[config.mk]
export PLATFORM = sky130hd
export DESIGN_NAME = uart_mmio_ctrl
export DESIGN_NICKNAME = d
export VERILOG_FILES = /design/src/rtl/uart_mmio_ctrl.sv
export SDC_FILE = /design/constraint.sdc
export NUM_CORES = 1
export LEC_CHECK = 0
export CORE_ASPECT_RATIO = 0.9
export CORE_MARGIN = 5
export CORE_UTILIZATION = 51
export CTS_CLUSTER_SIZE = 20
export DETAILED_ROUTE_END_ITERATION = 6
export GPL_ROUTABILITY_DRIVEN = 0
export PLACE_DENSITY = 0.81
export SYNTH_ARGS = -nofsm -noshare
export SYNTH_HDL_FRONTEND = slang
export SYNTH_SLANG_ARGS = --single-unit
[constraint.sdc]
create_clock -name clk -period 3.5 [get_ports clk]
set_input_delay 0.525 -clock clk [delete_from_list [all_inputs] [get_ports clk]]
set_output_delay 0.525 -clock clk [all_outputs]
set_load 0.01 [all_outputs]
[src/rtl/uart_mmio_ctrl.sv]
// UART with memory-mapped TXD/RXD/CON registers, 8N1 framing, TX/RX interrupts.
// Latency: TX line drops 1 cycle after a TXD write; RX commits at mid stop bit (+2 sync flops).
// Backpressure: TXD writes while TX_BUSY are dropped; unread RX bytes are overwritten and flag OVERRUN.
module uart_mmio_ctrl #(
   parameter int CLK_FREQ = 50000000,
   parameter int BAUD     = 9600
) (
   input  logic        clk,
   input  logic        reset,
   input  logic [31:0] addr,
   input  logic        rd_en,
   input  logic        wr_en,
   input  logic [31:0] wdata,
   output logic [31:0] rdata,
   input  logic        UART_rxd,
   output logic        UART_txd,
   output logic        irq
);

   localparam int DIV  = CLK_FREQ / BAUD;
   localparam int HALF = DIV / 2;
   localparam int CW   = (DIV > 2) ? $clog2(DIV) : 1;
   localparam logic [CW-1:0] DIV_LAST  = CW'(DIV - 1);
   localparam logic [CW-1:0] HALF_LAST = CW'(HALF - 1);

   localparam logic [31:0] ADDR_TXD = 32'h4000_0018;
   localparam logic [31:0] ADDR_RXD = 32'h4000_001C;
   localparam logic [31:0] ADDR_CON = 32'h4000_0020;

   typedef enum logic [1:0] {ST_IDLE, ST_START, ST_DATA, ST_STOP} state_t;

   // ---------------- bus decode ----------------
   logic w_sel_txd, w_sel_rxd, w_sel_con;
   logic w_rd_rxd, w_rd_con, w_wr_txd, w_wr_con;
   logic w_unused;

   assign w_sel_txd = (addr == ADDR_TXD);
   assign w_sel_rxd = (addr == ADDR_RXD);
   assign w_sel_con = (addr == ADDR_CON);
   assign w_rd_rxd  = rd_en & w_sel_rxd;
   assign w_rd_con  = rd_en & w_sel_con;
   assign w_wr_txd  = wr_en & w_sel_txd;
   assign w_wr_con  = wr_en & w_sel_con;
   assign w_unused  = ^wdata[31:8];

   // ---------------- TX ----------------
   state_t          r_tx_state, w_tx_next;
   logic [CW-1:0]   r_tx_cnt;
   logic [2:0]      r_tx_bit;
   logic [7:0]      r_txd;
   logic            w_tx_tick, w_tx_start, w_tx_end, w_tx_busy, w_txd_line;

   assign w_tx_tick  = (r_tx_cnt == DIV_LAST);
   assign w_tx_start = w_wr_txd & (r_tx_state == ST_IDLE);

   // TX state register
   always_ff @(posedge clk) begin
      if (reset) r_tx_state <= ST_IDLE;
      else       r_tx_state <= w_tx_next;
   end

   // TX next-state: every non-idle state lasts one bit period
   always_comb begin
      w_tx_next = r_tx_state;
      case (r_tx_state)
         ST_IDLE:  if (w_tx_start) w_tx_next = ST_START;
         ST_START: if (w_tx_tick) w_tx_next = ST_DATA;
         ST_DATA:  if (w_tx_tick && (r_tx_bit == 3'd7)) w_tx_next = ST_STOP;
         ST_STOP:  if (w_tx_tick) w_tx_next = ST_IDLE;
         default:  w_tx_next = ST_IDLE;
      endcase
   end

   // TX outputs: line level, busy, and end-of-frame pulse
   always_comb begin
      w_txd_line = 1'b1;
      w_tx_busy  = 1'b1;
      w_tx_end   = 1'b0;
      case (r_tx_state)
         ST_IDLE:  w_tx_busy  = 1'b0;
         ST_START: w_txd_line = 1'b0;
         ST_DATA:  w_txd_line = r_txd[r_tx_bit];
         ST_STOP:  w_tx_end   = w_tx_tick;
         default:  w_tx_busy  = 1'b0;
      endcase
   end

   // TX bit timer, bit index and byte register (loaded only when idle)
   always_ff @(posedge clk) begin
      if (reset) begin
         r_tx_cnt <= '0;
         r_tx_bit <= 3'd0;
         r_txd    <= 8'd0;
      end else begin
         if (r_tx_state == ST_IDLE) begin
            r_tx_cnt <= '0;
            r_tx_bit <= 3'd0;
         end else if (w_tx_tick) begin
            r_tx_cnt <= '0;
            if (r_tx_state == ST_DATA) r_tx_bit <= r_tx_bit + 3'd1;
         end else begin
            r_tx_cnt <= r_tx_cnt + CW'(1);
         end
         if (w_tx_start) r_txd <= wdata[7:0];
      end
   end

   // ---------------- RX ----------------
   state_t          r_rx_state, w_rx_next;
   logic [CW-1:0]   r_rx_cnt;
   logic [2:0]      r_rx_bit;
   logic [7:0]      r_rx_shift, r_rxd;
   logic            r_rx_meta, r_rx_sync, r_rx_prev;
   logic            w_rx_fall, w_rx_half, w_rx_full;
   logic            w_rx_sample, w_rx_commit, w_rx_ferr;

   // Two-flop synchronizer plus one history flop for edge detection; idles high
   always_ff @(posedge clk) begin
      if (reset) begin
         r_rx_meta <= 1'b1;
         r_rx_sync <= 1'b1;
         r_rx_prev <= 1'b1;
      end else begin
         r_rx_meta <= UART_rxd;
         r_rx_sync <= r_rx_meta;
         r_rx_prev <= r_rx_sync;
      end
   end

   assign w_rx_fall = r_rx_prev & ~r_rx_sync;
   assign w_rx_half = (r_rx_cnt == HALF_LAST);
   assign w_rx_full = (r_rx_cnt == DIV_LAST);

   // RX state register
   always_ff @(posedge clk) begin
      if (reset) r_rx_state <= ST_IDLE;
      else       r_rx_state <= w_rx_next;
   end

   // RX next-state: half-bit start check rejects glitches, then whole-bit sampling
   always_comb begin
      w_rx_next = r_rx_state;
      case (r_rx_state)
         ST_IDLE:  if (w_rx_fall) w_rx_next = ST_START;
         ST_START: if (w_rx_half) w_rx_next = r_rx_sync ? ST_IDLE : ST_DATA;
         ST_DATA:  if (w_rx_full && (r_rx_bit == 3'd7)) w_rx_next = ST_STOP;
         ST_STOP:  if (w_rx_full) w_rx_next = ST_IDLE;
         default:  w_rx_next = ST_IDLE;
      endcase
   end

   // RX outputs: data sample strobe and stop-bit verdict
   always_comb begin
      w_rx_sample = 1'b0;
      w_rx_commit = 1'b0;
      w_rx_ferr   = 1'b0;
      case (r_rx_state)
         ST_DATA: w_rx_sample = w_rx_full;
         ST_STOP: begin
            w_rx_commit = w_rx_full & r_rx_sync;
            w_rx_ferr   = w_rx_full & ~r_rx_sync;
         end
         default: w_rx_sample = 1'b0;
      endcase
   end

   // RX bit timer, shift register and received byte
   always_ff @(posedge clk) begin
      if (reset) begin
         r_rx_cnt   <= '0;
         r_rx_bit   <= 3'd0;
         r_rx_shift <= 8'd0;
         r_rxd      <= 8'd0;
      end else begin
         if ((r_rx_state == ST_IDLE) || ((r_rx_state == ST_START) && w_rx_half) || w_rx_full)
            r_rx_cnt <= '0;
         else
            r_rx_cnt <= r_rx_cnt + CW'(1);
         if (r_rx_state == ST_IDLE) r_rx_bit <= 3'd0;
         else if (w_rx_sample)      r_rx_bit <= r_rx_bit + 3'd1;
         if (w_rx_sample) r_rx_shift <= {r_rx_sync, r_rx_shift[7:1]};
         if (w_rx_commit) r_rxd <= r_rx_shift;
      end
   end

   // ---------------- CON register ----------------
   logic r_txie, r_rxie, r_tx_done, r_rx_valid, r_overrun, r_frame_err;
   logic [31:0] w_con;

   // Enables are RW; status flags set on events, clear on read, set wins
   always_ff @(posedge clk) begin
      if (reset) begin
         r_txie      <= 1'b0;
         r_rxie      <= 1'b0;
         r_tx_done   <= 1'b0;
         r_rx_valid  <= 1'b0;
         r_overrun   <= 1'b0;
         r_frame_err <= 1'b0;
      end else begin
         if (w_wr_con) begin
            r_txie <= wdata[0];
            r_rxie <= wdata[1];
         end
         if (w_tx_end)                      r_tx_done   <= 1'b1;
         else if (w_rd_con)                 r_tx_done   <= 1'b0;
         if (w_rx_ferr)                     r_frame_err <= 1'b1;
         else if (w_rd_con)                 r_frame_err <= 1'b0;
         if (w_rx_commit)                   r_rx_valid  <= 1'b1;
         else if (w_rd_rxd)                 r_rx_valid  <= 1'b0;
         if (w_rx_commit && r_rx_valid)     r_overrun   <= 1'b1;
         else if (w_rd_rxd)                 r_overrun   <= 1'b0;
      end
   end

   assign w_con = {25'd0, r_frame_err, r_overrun, w_tx_busy, r_rx_valid,
                   r_tx_done, r_rxie, r_txie};

   // Combinational read mux; zero when idle or unmapped
   always_comb begin
      rdata = 32'd0;
      if (rd_en) begin
         if (w_sel_txd)      rdata = {24'd0, r_txd};
         else if (w_sel_rxd) rdata = {24'd0, r_rxd};
         else if (w_sel_con) rdata = w_con;
      end
   end

   assign UART_txd = w_txd_line;
   assign irq      = (r_txie & r_tx_done) | (r_rxie & r_rx_valid);

endmodule
# Word level (Yosys, flattened, before mapping)
# Index checks and enable logic that the tools add are counted.
# Widths: inputs -> output; s select.
[classes]
order_cmp = 1
eq_ne = 22
n_bitwise = 12
reduce_logical = 19
add_sub_neg = 4
muxes = 29
[op_table]
columns = ["operator", "count"]
rows = [
  ["$eq 32x31->1 const B", 3],
  ["$add 13x1->13 const B", 2],
  ["$eq 13x13->1 const B", 2],
  ["$mux 8", 3],
  ["$mux 2", 9],
  ["$ne 2x2->1 const B", 8],
  ["$pmux 2 s4", 2],
  ["$eq 13x12->1 const B", 1],
  ["$mux 1", 12],
  ["$and 1x1->1", 10],
  ["$eq 2x2->1 const B", 4],
  ["$reduce_and 4->1", 2],
  ["$reduce_bool 2->1", 4],
  ["$mux 7", 1],
  ["$add 3x1->3 const B", 2],
  ["$eq 3x3->1 const B", 2],
  ["$reduce_or 2->1", 3],
  ["$eq 2x1->1 const B", 2],
  ["$logic_and 1x1->1", 4],
  ["$logic_not 2->1", 2],
  ["$lt 3x4->1 const B", 1],
  ["$bmux 1 s3", 1],
  ["$reduce_or 3->1", 1],
  ["$logic_or 1x1->1", 2],
  ["4 further kinds", 4],
]
[totals]
reg_bits = 69
inputBits = 69
output_inout_bits = 34
word_cells = 105

# Logic depth before layout (Yosys ltp)
[depth]
depth_word = 6
ltp_mapped = 7
mapped_depth_nobuf = 7

# Worst setup path before layout
# Ideal clock, no wire load.
[synth_timing]
path_kind = "input to output"
from = "input addr[14]"
to = "output rdata[3]"
arrival_ns = 2.004
setup_slack_ns = 0.971
path_buffers = 1
t_required_ns = 2.975
path_stages = 5
path_cell_list = "or4_1 nor4_2 buf_2 a22oi_1 nor2b_1"
[synth_via]
elab_chain_len = 5
elab_cells_between_ends = 7
cone_classes = "eq/ne: 3; mux: 4"
[synth_rtl]
columns = ["item", "line", "rtl"]
rows = [
  ["start: declaration", "10", "input logic [31:0] addr,"],
  ["$eq 32x31->1", "39", "assign w_sel_con = (addr == ADDR_CON);"],
  ["$mux 7", "224", "else if (w_sel_con) rdata = w_con;"],
  ["$mux 8", "223", "else if (w_sel_rxd) rdata = {24'd0, r_rxd};"],
  ["$mux 8 (*)", "222", "if (w_sel_txd) rdata = {24'd0, r_txd};"],
  ["$mux 8 (*)", "221", "if (rd_en) begin"],
  ["end: declaration", "14", "output logic [31:0] rdata,"],
]
# Mark *: on every way between the ends. The rest lies on a longest branch, timed or not.

# Final worst setup path
[layout_timing]
from = "input addr[4]"
to = "output rdata[6]"
# Same word-level chain as after synthesis.

==> out/metrics.yaml <==
status: "finished, final reports clean"
switchingPower_w: 0.0003670
wl_met1_mm: 3.339
clock.fmax_mhz: 297.9
finalSetupViolCount: 0
max-slew-margin-rel_pct: 50.43
ir_drop_v: 0.0002463
switching_share_pct: 23.94
synth-seq-cells: 69
top_layer_used: "met4"
wl_per_cell_microns: 14.10
fin_crit_ps: 3357
via_count: 2776
clock_path_buffers: 2
yosysWarnings: 0
wl_met3_microns: 465
clkPwrFrac_pct: 37.6
antenna_cells: 0
synthesis.area_sq_mm: 0.003535
yosysMostFrequentCell: "dfxtp_1"
startpoint_type: "primary input"
fin_area_sq_mm: 0.004297
grt_max_degree: 28
start_util_pct: 53.10
drt_wl_total_mm: 7.500
powerDensity_mw_per_mm2: 356.9
cts_root_buf: "clkbuf_8"
fp.coreArea_sq_mm: 0.006656
clkLatencyLatePin_ps: 340
hold_viol: 0
yosys_most_used_dff: "dfxtp_1"
leakagePower_nw: 1.550
path_common_cell: "clkdlybuf4s50_1"
cts_tree: "built"
fillCellCount: 546
dp_hpwl_mm: 5.494
cts.sinks: 69
holdWs_ps: 409.9
critPathArrivalTime_ps: 2830
seqPwrFrac_pct: 52.2
avgSynthCellArea_sq_um: 9.302
maxSlewViolCount: 0
cp-end-kind: "primary output"
cts_buffers: 9
p_int_w: 0.001166
met2_length_mm: 3.630
ys_types: 50
fp.dieH_microns: 88.98
first_global_vias: 2689
synth_top_cell_area_share_pct: 39.08
fin_skew_ps: 9.496
boundaryPins: 103
combPwrFrac_pct: 10.3
drive_gt1_share_pct: 12.22
track_usage_pct: 17.57
async_flop_share_pct: 0
cts_max_level: 3
netlist_instances: 380
gr-total-overflow: 0
crit_path_top_delay_cell: "or4b_2"
yosysTopAreaCell: "dfxtp_1"
grt_first_pass_wirelength_mm: 12.48
period_share_pct: 95.91
syn_to_final_growth_pct: 21.56
placed_cell_area_sq_mm: 0.004074
postRouteAntennaNets: 0
synthTopCellsByCount: "dfxtp_1 (69), nor2_1 (55), nand2_1 (29), buf_4 (24), mux2i_1 (23)"
worst_pin_slew_ps: 741.2
hp-class: "reg2reg"
ys_seq_area_share_pct: 39.08
port_buffers: 54
required_ps: 2970
first_pass_iters: 4
rows: 28
max_stage_delay_ps: 720
die_width_microns: 97.76
routed_via_density: 5.218
path_clk_slew_ps: 70
drc_errors: 0
drt_iter0_drc: 125
antenna_found_initial: 0
synth_area_leaders: "dfxtp_1 (39%), mux2i_1 (6.5%), nor2_1 (5.8%)"
dieArea_sq_mm: 0.008698
worstPathCellList: "clkdlybuf4s50_1 -> or4b_2 -> nor4_4 -> buf_4 -> a22oi_1 -> nor2b_1 -> clkdlybuf4s50_1"
cap_violations: 0
synth-edff-count: 0
cp_max_fo: 7
nNetsFinal: 516
worstSetupPathType: "in2out"
## cell families (layout without fill, tap and decap cells)
logic type                 Yosys count  count (layout)  synth area share (%)
muxes                               32              32                 10.02
buffers and inverters               46              85                 7.575
other                                1              24                0.1061
adders and majority gates           10              10                 3.540
and+or+nand+nor                    161             161                 26.37
DFF                                 69              69                 39.08
xor gates and xnor gates            23              23                 5.699
AOI/OAI and AO/OA                   38              38                 7.611
## per-layer routing
metal / global-route usage [%] / up-vias
met5: 0 / -
met4: 4.780 / 0
met3: 5.772 / 9
met2: 30.37 / 86
met1: 21.38 / 1289
li1: - / 1392
## state kept, by name, summed over array words and instances, names as in the netlist, 2 cells and up, named ones only
name	flops
r_tx_bit	3
r_rx_bit	3
r_tx_cnt	13
r_rx_cnt	13
r_txd	8
r_tx_state	2
r_rx_shift	8
r_rxd	8
## worst max-delay path, delay by kind of cell
| kind | cells | cell delay [ps] |
|---|---|---|
| AOI/OAI and AO/OA | 1 | 110 |
| buffers and inverters | 3 | 1180 |
| and+or+nand+nor | 3 | 1000 |
## layout by cell type (no fill, tap or decap), types with 4 or more instances in the layout
cell and count:
a21bo_2 4, xnor2_1 10, mux2i_1 23, nand3_1 12
a22oi_1 9, nor4_4 6, dfxtp_1 69, or2_2 4
nand2_1 29, ha_1 10, xor2_1 13, clkdlybuf4s50_1 54
clkbuf_8 11, nor2_1 55, mux2_2 7, inv_1 8
buf_4 6, and3_1 7, nor3_1 4, nor2b_1 8
conb_1 24, nand4_1 6, a21oi_1 14
## final cells by class
| cell class | instances | area [sq um] | area share, % |
|---|---|---|---|
| Inverter | 8 | 30.03 | 0.6989 |
| Clock inverter | 3 | 20.02 | 0.4659 |
| Sequential cell | 69 | 1381 | 32.15 |
| Clock buffer | 13 | 158.9 | 3.698 |
| Multi-Input combinational cell | 288 | 1997 | 46.48 |
| Tap cell | 90 | 112.6 | 2.621 |
| Timing Repair Buffer | 61 | 596.8 | 13.89 |
## worst paths after layout
kind | start | to | slack (ps) | cells after the start
worst max register to register | r_tx_state[0] | r_txd[3] | 1240 | 7
worst min register to register | r_rx_meta | r_rx_sync | 410 | 1
worst max-delay path | addr[4] | rdata[6] | 140 | 7
worst min-delay path | r_rx_meta | r_rx_sync | 410 | 1
## metrics by stage
step / power (W) / utilization (%) / setup TNS (ps) / std cells / worst slack, ps
finish: 0.001533 / 64.55 / 0 / 532 / 143.2
global route: 0.001604 / 64.55 / -10.13 / 532 / -10.13
global placement: 0.0009673 / 61.20 / 0 / 514 / 151.0
floorplan: 0.0009121 / - / 0 / 403 / 970.8
CTS: 0.001547 / 63.89 / 0 / 530 / 135.3
detailed placement: 0.0009719 / 61.20 / 0 / 514 / 143.8
## power groups by stage
stage	combinational, W	clock (W)	sequential (W)
floorplan	0.0000976	0	0.000815
global placement	0.000150	0	0.000817
detailed placement	0.000154	0	0.000818
CTS	0.000155	0.000592	0.000799
global route	0.000172	0.000632	0.000800
finish	0.000157	0.000576	0.000800
## timing repair
item,CTS,global route
hold buffers,0,0
hold endpoints to repair,0,0
gates resized for setup,0,4
endpoints found under the setup margin,0,7
setup buffers,0,1
No activity file was read; power rests on OpenSTA's default activity.
